==> config.mk <==
export PLATFORM = sky130hd
export DESIGN_NAME = unified_mem_arbiter_flat
export DESIGN_NICKNAME = d
export VERILOG_FILES = /design/src/rtl/unified_mem_arbiter_if.sv /design/src/rtl/unified_mem_arbiter.sv /design/src/flat_wrapper.sv
export SDC_FILE = /design/constraint.sdc
export NUM_CORES = 1
export LEC_CHECK = 0
export ABC_AREA = 1
export BUFFER_PORTS_ARGS = -buffer_cell sky130_fd_sc_hd__buf_2
export CORE_AREA = 5 5 104 106
export CTS_CLUSTER_DIAMETER = 30
export CTS_CLUSTER_SIZE = 24
export DETAILED_ROUTE_END_ITERATION = 10
export DIE_AREA = 0 0 109 111
export GPL_TIMING_DRIVEN = 0
export PLACE_DENSITY = 0.81
export SKIP_CTS_REPAIR_TIMING = 1
export SLEW_MARGIN = 40
export SYNTH_ARGS = -nofsm -noshare
export SYNTH_HDL_FRONTEND = slang
export SYNTH_SLANG_ARGS = --single-unit
==> constraint.sdc <==
create_clock -name clk -period 5.7 [get_ports clk]
set_input_delay 1.14 -clock clk [delete_from_list [all_inputs] [get_ports clk]]
set_output_delay 1.14 -clock clk [all_outputs]
set_load 0.01 [all_outputs]
==> src/rtl/unified_mem_arbiter_if.sv <==
// Requester and RAM-side signal bundle for unified_mem_arbiter.
// The arbiter uses the slave modport; the IF/MEM stages and the RAM macro drive the master side.
interface unified_mem_arbiter_if #(
  parameter int AW = 32,
  parameter int DW = 32
);
  logic          if_req;
  logic [AW-1:0] if_addr;
  logic          if_gnt;
  logic          if_valid;
  logic [DW-1:0] if_rdata;

  logic          mem_req;
  logic          mem_we;
  logic [3:0]    mem_be;
  logic [AW-1:0] mem_addr;
  logic [DW-1:0] mem_wdata;
  logic          mem_gnt;
  logic          mem_valid;
  logic [DW-1:0] mem_rdata;

  logic          ram_en;
  logic [3:0]    ram_we;
  logic [AW-3:0] ram_addr;
  logic [DW-1:0] ram_wdata;
  logic [DW-1:0] ram_rdata;

  logic          stall_if;

  modport slave (
    input  if_req, if_addr, mem_req, mem_we, mem_be, mem_addr, mem_wdata, ram_rdata,
    output if_gnt, if_valid, if_rdata, mem_gnt, mem_valid, mem_rdata,
           ram_en, ram_we, ram_addr, ram_wdata, stall_if
  );

  modport master (
    output if_req, if_addr, mem_req, mem_we, mem_be, mem_addr, mem_wdata, ram_rdata,
    input  if_gnt, if_valid, if_rdata, mem_gnt, mem_valid, mem_rdata,
           ram_en, ram_we, ram_addr, ram_wdata, stall_if
  );
endinterface

==> src/rtl/unified_mem_arbiter.sv <==
// Shares one synchronous-read RAM between instruction fetch and data memory.
// MEM has priority; a burst counter forces an IF grant after MAX_DATA_BURST data wins.
module unified_mem_arbiter #(
  parameter int AW             = 32,
  parameter int DW             = 32,
  parameter int MAX_DATA_BURST = 4
) (
  input  logic                  clk,
  input  logic                  rst,
  unified_mem_arbiter_if.slave  bus
);

  typedef enum logic [1:0] {
    OWN_NONE,
    OWN_IF,
    OWN_MEM_RD,
    OWN_MEM_WR
  } owner_e;

  owner_e        owner_q, owner_d;
  logic [2:0]    wait_cnt_q, wait_cnt_d;
  logic [DW-1:0] if_rdata_q, mem_rdata_q;

  logic if_win;
  logic if_gnt_c;
  logic mem_gnt_c;

  // Byte offsets are meaningless to a word-wide RAM.
  logic unused_addr_lsbs;
  assign unused_addr_lsbs = ^{bus.if_addr[1:0], bus.mem_addr[1:0]};

  assign if_win    = bus.if_req && (!bus.mem_req || (wait_cnt_q == 3'(MAX_DATA_BURST)));
  assign if_gnt_c  = !rst && if_win;
  assign mem_gnt_c = !rst && bus.mem_req && !if_win;

  assign bus.if_gnt    = if_gnt_c;
  assign bus.mem_gnt   = mem_gnt_c;
  assign bus.stall_if  = bus.if_req && !if_gnt_c;
  assign bus.ram_en    = if_gnt_c || mem_gnt_c;
  assign bus.ram_we    = (mem_gnt_c && bus.mem_we) ? bus.mem_be : '0;
  assign bus.ram_addr  = mem_gnt_c ? bus.mem_addr[AW-1:2] : bus.if_addr[AW-1:2];
  assign bus.ram_wdata = bus.mem_wdata;

  always_comb begin
    owner_d    = OWN_NONE;
    wait_cnt_d = wait_cnt_q;
    if (if_gnt_c) begin
      owner_d = OWN_IF;
    end else if (mem_gnt_c) begin
      owner_d = bus.mem_we ? OWN_MEM_WR : OWN_MEM_RD;
    end
    if (!bus.if_req || if_gnt_c) begin
      wait_cnt_d = '0;
    end else if (mem_gnt_c) begin
      wait_cnt_d = wait_cnt_q + 3'd1;
    end
  end

  always_ff @(posedge clk or posedge rst) begin
    if (rst) begin
      owner_q     <= OWN_NONE;
      wait_cnt_q  <= '0;
      if_rdata_q  <= '0;
      mem_rdata_q <= '0;
    end else begin
      owner_q    <= owner_d;
      wait_cnt_q <= wait_cnt_d;
      if (owner_q == OWN_IF) begin
        if_rdata_q <= bus.ram_rdata;
      end
      if (owner_q == OWN_MEM_RD) begin
        mem_rdata_q <= bus.ram_rdata;
      end
    end
  end

  // The RAM word arrives in the response cycle, so it is forwarded then and held afterwards.
  assign bus.if_valid  = (owner_q == OWN_IF);
  assign bus.mem_valid = (owner_q == OWN_MEM_RD) || (owner_q == OWN_MEM_WR);
  assign bus.if_rdata  = (owner_q == OWN_IF)     ? bus.ram_rdata : if_rdata_q;
  assign bus.mem_rdata = (owner_q == OWN_MEM_RD) ? bus.ram_rdata : mem_rdata_q;

endmodule

==> src/flat_wrapper.sv <==
// flat-port wrapper written by rule: the top's interface ports become plain ports
module unified_mem_arbiter_flat 
#(
  parameter int AW             = 32,
  parameter int DW             = 32,
  parameter int MAX_DATA_BURST = 4
)
  (clk, rst, bus_if_req, bus_if_addr, bus_mem_req, bus_mem_we, bus_mem_be, bus_mem_addr, bus_mem_wdata, bus_ram_rdata, bus_if_gnt, bus_if_valid, bus_if_rdata, bus_mem_gnt, bus_mem_valid, bus_mem_rdata, bus_ram_en, bus_ram_we, bus_ram_addr, bus_ram_wdata, bus_stall_if);
  unified_mem_arbiter_if #(.AW(AW), .DW(DW)) bus_i ();
  input  logic clk;
  input  logic rst;
  input wire logic [$bits(bus_i.if_req)-1:0] bus_if_req;
  input wire logic [$bits(bus_i.if_addr)-1:0] bus_if_addr;
  input wire logic [$bits(bus_i.mem_req)-1:0] bus_mem_req;
  input wire logic [$bits(bus_i.mem_we)-1:0] bus_mem_we;
  input wire logic [$bits(bus_i.mem_be)-1:0] bus_mem_be;
  input wire logic [$bits(bus_i.mem_addr)-1:0] bus_mem_addr;
  input wire logic [$bits(bus_i.mem_wdata)-1:0] bus_mem_wdata;
  input wire logic [$bits(bus_i.ram_rdata)-1:0] bus_ram_rdata;
  output wire logic [$bits(bus_i.if_gnt)-1:0] bus_if_gnt;
  output wire logic [$bits(bus_i.if_valid)-1:0] bus_if_valid;
  output wire logic [$bits(bus_i.if_rdata)-1:0] bus_if_rdata;
  output wire logic [$bits(bus_i.mem_gnt)-1:0] bus_mem_gnt;
  output wire logic [$bits(bus_i.mem_valid)-1:0] bus_mem_valid;
  output wire logic [$bits(bus_i.mem_rdata)-1:0] bus_mem_rdata;
  output wire logic [$bits(bus_i.ram_en)-1:0] bus_ram_en;
  output wire logic [$bits(bus_i.ram_we)-1:0] bus_ram_we;
  output wire logic [$bits(bus_i.ram_addr)-1:0] bus_ram_addr;
  output wire logic [$bits(bus_i.ram_wdata)-1:0] bus_ram_wdata;
  output wire logic [$bits(bus_i.stall_if)-1:0] bus_stall_if;
  assign bus_i.if_req = bus_if_req;
  assign bus_i.if_addr = bus_if_addr;
  assign bus_i.mem_req = bus_mem_req;
  assign bus_i.mem_we = bus_mem_we;
  assign bus_i.mem_be = bus_mem_be;
  assign bus_i.mem_addr = bus_mem_addr;
  assign bus_i.mem_wdata = bus_mem_wdata;
  assign bus_i.ram_rdata = bus_ram_rdata;
  assign bus_if_gnt = bus_i.if_gnt;
  assign bus_if_valid = bus_i.if_valid;
  assign bus_if_rdata = bus_i.if_rdata;
  assign bus_mem_gnt = bus_i.mem_gnt;
  assign bus_mem_valid = bus_i.mem_valid;
  assign bus_mem_rdata = bus_i.mem_rdata;
  assign bus_ram_en = bus_i.ram_en;
  assign bus_ram_we = bus_i.ram_we;
  assign bus_ram_addr = bus_i.ram_addr;
  assign bus_ram_wdata = bus_i.ram_wdata;
  assign bus_stall_if = bus_i.stall_if;
  unified_mem_arbiter #(.AW(AW), .DW(DW), .MAX_DATA_BURST(MAX_DATA_BURST)) u_core (.clk(clk), .rst(rst), .bus(bus_i));
endmodule
==> report_table.html <==
<table>
<tr><th>Metric</th><th>Value</th></tr>
<tr><th colspan="2">Synth</th></tr>
<tr><td>Adder-cell share of the synthesized area</td><td>0.007567</td></tr>
<tr><td>Fraction of synthesized cell area in xor and xnor cells</td><td>0.002649</td></tr>
<tr><td>Largest cells by area after synthesis</td><td>sky130_fd_sc_hd__dfrtp_1 52%, sky130_fd_sc_hd__nand2_1 18%, sky130_fd_sc_hd__o21ai_0 9.8%, sky130_fd_sc_hd__buf_4 7.9%, sky130_fd_sc_hd__inv_1 4.7%</td></tr>
<tr><td>Count of flip-flops with a built-in enable after synthesis</td><td>0</td></tr>
<tr><td>Cell taking the most area after synthesis</td><td>sky130_fd_sc_hd__dfrtp_1</td></tr>
<tr><td>Post-Syn Instances</td><td>411</td></tr>
<tr><td>Post-synthesis average cell area</td><td>8.046 um2</td></tr>
<tr><td>Synthesized-area fraction occupied by ao, oa, aoi and oai cells</td><td>0.1025</td></tr>
<tr><td>Yosys warns</td><td>0</td></tr>
<tr><td>Mux share of post-synthesis cell area</td><td>0</td></tr>
<tr><td>Main flop type after synthesis</td><td>sky130_fd_sc_hd__dfrtp_1</td></tr>
<tr><td>Commonest cells in the synthesized netlist</td><td>161 x sky130_fd_sc_hd__nand2_1, 69 x sky130_fd_sc_hd__dfrtp_1, 65 x sky130_fd_sc_hd__o21ai_0, 41 x sky130_fd_sc_hd__inv_1, 35 x sky130_fd_sc_hd__buf_4</td></tr>
<tr><td>Combinational family with the most area after synthesis</td><td>simple AND/OR/NAND/NOR gates</td></tr>
<tr><td>Most frequent cell after synthesis</td><td>sky130_fd_sc_hd__nand2_1</td></tr>
<tr><td>Distinct cell type count of the synthesized netlist</td><td>19</td></tr>
<tr><td>Synthesized Nets</td><td>550</td></tr>
<tr><td>Post-synthesis register bit count</td><td>69</td></tr>
<tr><td>Top cell type's share of synthesized area</td><td>0.5221</td></tr>
<tr><td>Simple logic cell fraction of the synthesized area</td><td>0.2066</td></tr>
<tr><td>Proportion of synthesized chip area in sequential cells</td><td>0.5221</td></tr>
<tr><td>Async set or reset register ratio after synthesis</td><td>1.000</td></tr>
<tr><td>Post-synth design cell area</td><td>0.003307 mm2</td></tr>
<tr><th colspan="2">Floorplan</th></tr>
<tr><td>Top-level I/O count</td><td>273</td></tr>
<tr><td>Die extent in x</td><td>109 um</td></tr>
<tr><td>Area of the core region</td><td>0.009684 mm2</td></tr>
<tr><td>Starting Density</td><td>0.3415</td></tr>
<tr><td>Placement row count</td><td>36</td></tr>
<tr><td>Die outline height</td><td>111 um</td></tr>
<tr><td>Total die area</td><td>0.01210 mm2</td></tr>
<tr><th colspan="2">STA</th></tr>
<tr><td>Final worst hold slack</td><td>495.0 ps</td></tr>
<tr><td>Maximum clock skew at final layout</td><td>11.96 ps</td></tr>
<tr><td>Final-report max-slew violation count</td><td>0</td></tr>
<tr><td>Relative slew slack</td><td>0.6985</td></tr>
<tr><td>Portion of the clock cycle consumed by the worst path in the final layout</td><td>0.6309</td></tr>
<tr><td>Top achievable clock speed</td><td>0.2781 GHz</td></tr>
<tr><td># setup viols final</td><td>0</td></tr>
<tr><td>Crit path time final</td><td>3596 ps</td></tr>
<tr><td>Setup repair after global routing missed its margin</td><td>no</td></tr>
<tr><td>Hold Vio Cnt, Final</td><td>0</td></tr>
<tr><td>Transition at the pin with the smallest max-transition slack</td><td>452.2 ps</td></tr>
<tr><td>Setup Total Neg Slack</td><td>0 ps</td></tr>
<tr><th colspan="2">GRT</th></tr>
<tr><td>Initial antenna violation count</td><td>0</td></tr>
<tr><td>First-pass GRT wire length</td><td>17.38 mm</td></tr>
<tr><td>Remaining global-route overflow</td><td>0</td></tr>
<tr><td>GR Util All Layers</td><td>0.1830</td></tr>
<tr><td>Maximum number of pins on one net before global-route repair</td><td>38</td></tr>
<tr><td>Vias in the first global route</td><td>3429</td></tr>
<tr><th colspan="2">Layout</th></tr>
<tr><td>Final net count</td><td>798</td></tr>
<tr><td>Share of layout cells above drive strength 1</td><td>0.4608</td></tr>
<tr><td>Number of standard cells in the final layout excluding fillers</td><td>797</td></tr>
<tr><td>Antenna diode count</td><td>0</td></tr>
<tr><td>Area added between synthesis and finish</td><td>48.43%</td></tr>
<tr><th colspan="2">Drt</th></tr>
<tr><td>DRT antenna net count</td><td>0</td></tr>
<tr><td>Remaining design rule violation count</td><td>0</td></tr>
<tr><td>Via total after detailed routing</td><td>3399</td></tr>
<tr><td>Detailed-route wire length</td><td>11.34 mm</td></tr>
<tr><td>Number of DRC markers in iteration 0</td><td>218</td></tr>
<tr><td>Number of iterations in the first detailed-routing pass</td><td>6</td></tr>
<tr><td>Post-DR wirelength/cell</td><td>14.23 um</td></tr>
<tr><td>Via count normalized by instance count</td><td>4.265</td></tr>
<tr><th colspan="2">Placement</th></tr>
<tr><td>Buffers added on ports</td><td>236</td></tr>
<tr><td>Number of placed instances, taps included</td><td>781</td></tr>
<tr><td>Hpwl dp</td><td>9.366 mm</td></tr>
<tr><td>Gp weighted congestion</td><td>0.7687</td></tr>
<tr><th colspan="2">Critical path</th></tr>
<tr><td>CP Launch Type</td><td>input pin</td></tr>
<tr><td>Data arrival time of the worst path</td><td>2460 ps</td></tr>
<tr><td>Crit. End Element</td><td>primary output</td></tr>
<tr><td>Startpoint-to-endpoint class of the critical path</td><td>input pin to primary output</td></tr>
<tr><td>CP Max Fanout</td><td>37</td></tr>
<tr><td>Required time at the endpoint of the critical path</td><td>4560 ps</td></tr>
<tr><th colspan="2">Hold path</th></tr>
<tr><td>Worst min-delay path category</td><td>flop to flop</td></tr>
<tr><th colspan="2">Clock network</th></tr>
<tr><td>Clock tree from TritonCTS</td><td>yes</td></tr>
<tr><td>Clock edge transition at the registers on the reported setup and hold paths</td><td>70 ps</td></tr>
<tr><td>Clk Tree Root Cell</td><td>sky130_fd_sc_hd__clkbuf_8</td></tr>
<tr><td>CTS sink cnt</td><td>69</td></tr>
<tr><td>Number of buffers on the longest clock path</td><td>2</td></tr>
<tr><td>Total number of H-tree levels</td><td>3</td></tr>
<tr><td>Number of buffers created by CTS</td><td>9</td></tr>
<tr><td>Clock latency on the worst-skew pair</td><td>340 ps</td></tr>
<tr><th colspan="2">Outcome</th></tr>
<tr><td>Result of the run</td><td>finished, final reports clean</td></tr>
<tr><th colspan="2">Run</th></tr>
<tr><td>Number of max-capacitance violations reported</td><td>0</td></tr>
<tr><th colspan="2">Pwr</th></tr>
<tr><td>Leakage power of the design</td><td>2.990 nW</td></tr>
<tr><td>Pwr/cell area</td><td>301.6 mW/mm2</td></tr>
<tr><td>Worst IR drop on VDD</td><td>151.5 uV</td></tr>
</table>
==> power breakdown <==
group	leakage (nW)	internal, mW	switching, mW
Combinational	2.02	0.174	0.249
Sequential	0.854	0.580	0.0245
Clock	0.112	0.253	0.200
Total	2.99	1.01	0.473
==> cells by family after synthesis <==
group           count (synthesis)
compound gates                 67
buf+inv                        96
fa+ha+maj                       2
xor+xnor                        1
flops                          69
simple gates                  176
==> final timing paths <==
kind                                            start                      to  slack [ps]  cells past startpoint
worst max-delay path                              rst        bus_ram_addr[26]        2100                     10
max in group asynchronous                         rst  u_core.mem_rdata_q[26]        4410                      3
worst min register to register  u_core.mem_rdata_q[5]   u_core.mem_rdata_q[5]         500                      2
worst max register to register      u_core.owner_q[1]  u_core.mem_rdata_q[12]        4230                      3
worst min-delay path            u_core.mem_rdata_q[5]   u_core.mem_rdata_q[5]         500                      2
min in group asynchronous                         rst    u_core.wait_cnt_q[2]         810                      2
==> critical path: stages <==
cell and delay, ps:
sky130_fd_sc_hd__buf_2 140, sky130_fd_sc_hd__inv_6 260, sky130_fd_sc_hd__nand2_1 140, sky130_fd_sc_hd__inv_2 90, sky130_fd_sc_hd__nand2_4 90, sky130_fd_sc_hd__inv_4 130, sky130_fd_sc_hd__buf_6 150, sky130_fd_sc_hd__nand2_1 50
sky130_fd_sc_hd__nand2_1 80, sky130_fd_sc_hd__buf_2 170
==> state kept, by name, indices dropped and copies added (netlist names) <==
signal,count
u_core.if_rdata_q,32
u_core.wait_cnt_q,3
u_core.mem_rdata_q,32
u_core.owner_q,2
==> metal layers <==
metal  part of all wire  vias up  track usage  routed length (um)
met1               0.38     1497       0.2053                4342
met4              0.019        0      0.05135                 218
met3              0.092       14      0.05649                1040
met5                  0        -            0                   0
li1                   -     1722            -                   -
met2               0.51      166       0.3280                5738
==> cells in the final DEF, fill, tap and decap left out, drive strengths merged <==
cell      Yosys  layout
nor2          6       6
clkbuf        7      16
nand3         6       6
ha            2       2
xor2          1       1
bufinv        0       2
o21ai        66      66
nand2       164     164
clkinvlp      0       1
dfrtp        69      69
buf          44     281
inv          45      48
clkinv        0       1
a21oi         1       1
==> per-stage QoR <==
stage	cell area, um2	power, mW	utilization	setup slack, ps
finish	4908	1.480	0.5068	2104
global route	4908	1.573	0.5068	1901
CTS	4908	1.497	0.5068	2041
detailed placement	4679	1.044	0.4832	2048
global placement	4654	1.029	0.4806	1140
floorplan	3307	0.8334	-	1866
==> area by class of cell <==
cell class | count | area, um2
Inverter | 45 | 176.4
Sequential cell | 69 | 1727
Clock inverter | 7 | 105.1
Clock buffer | 9 | 123.9
Buffer | 51 | 352.8
Tap cell | 133 | 166.4
Timing Repair Buffer | 237 | 1201
Multi-Input combinational cell | 246 | 1056
Fill cell | 932 | 4776
No activity file was read; power rests on OpenSTA's default activity.
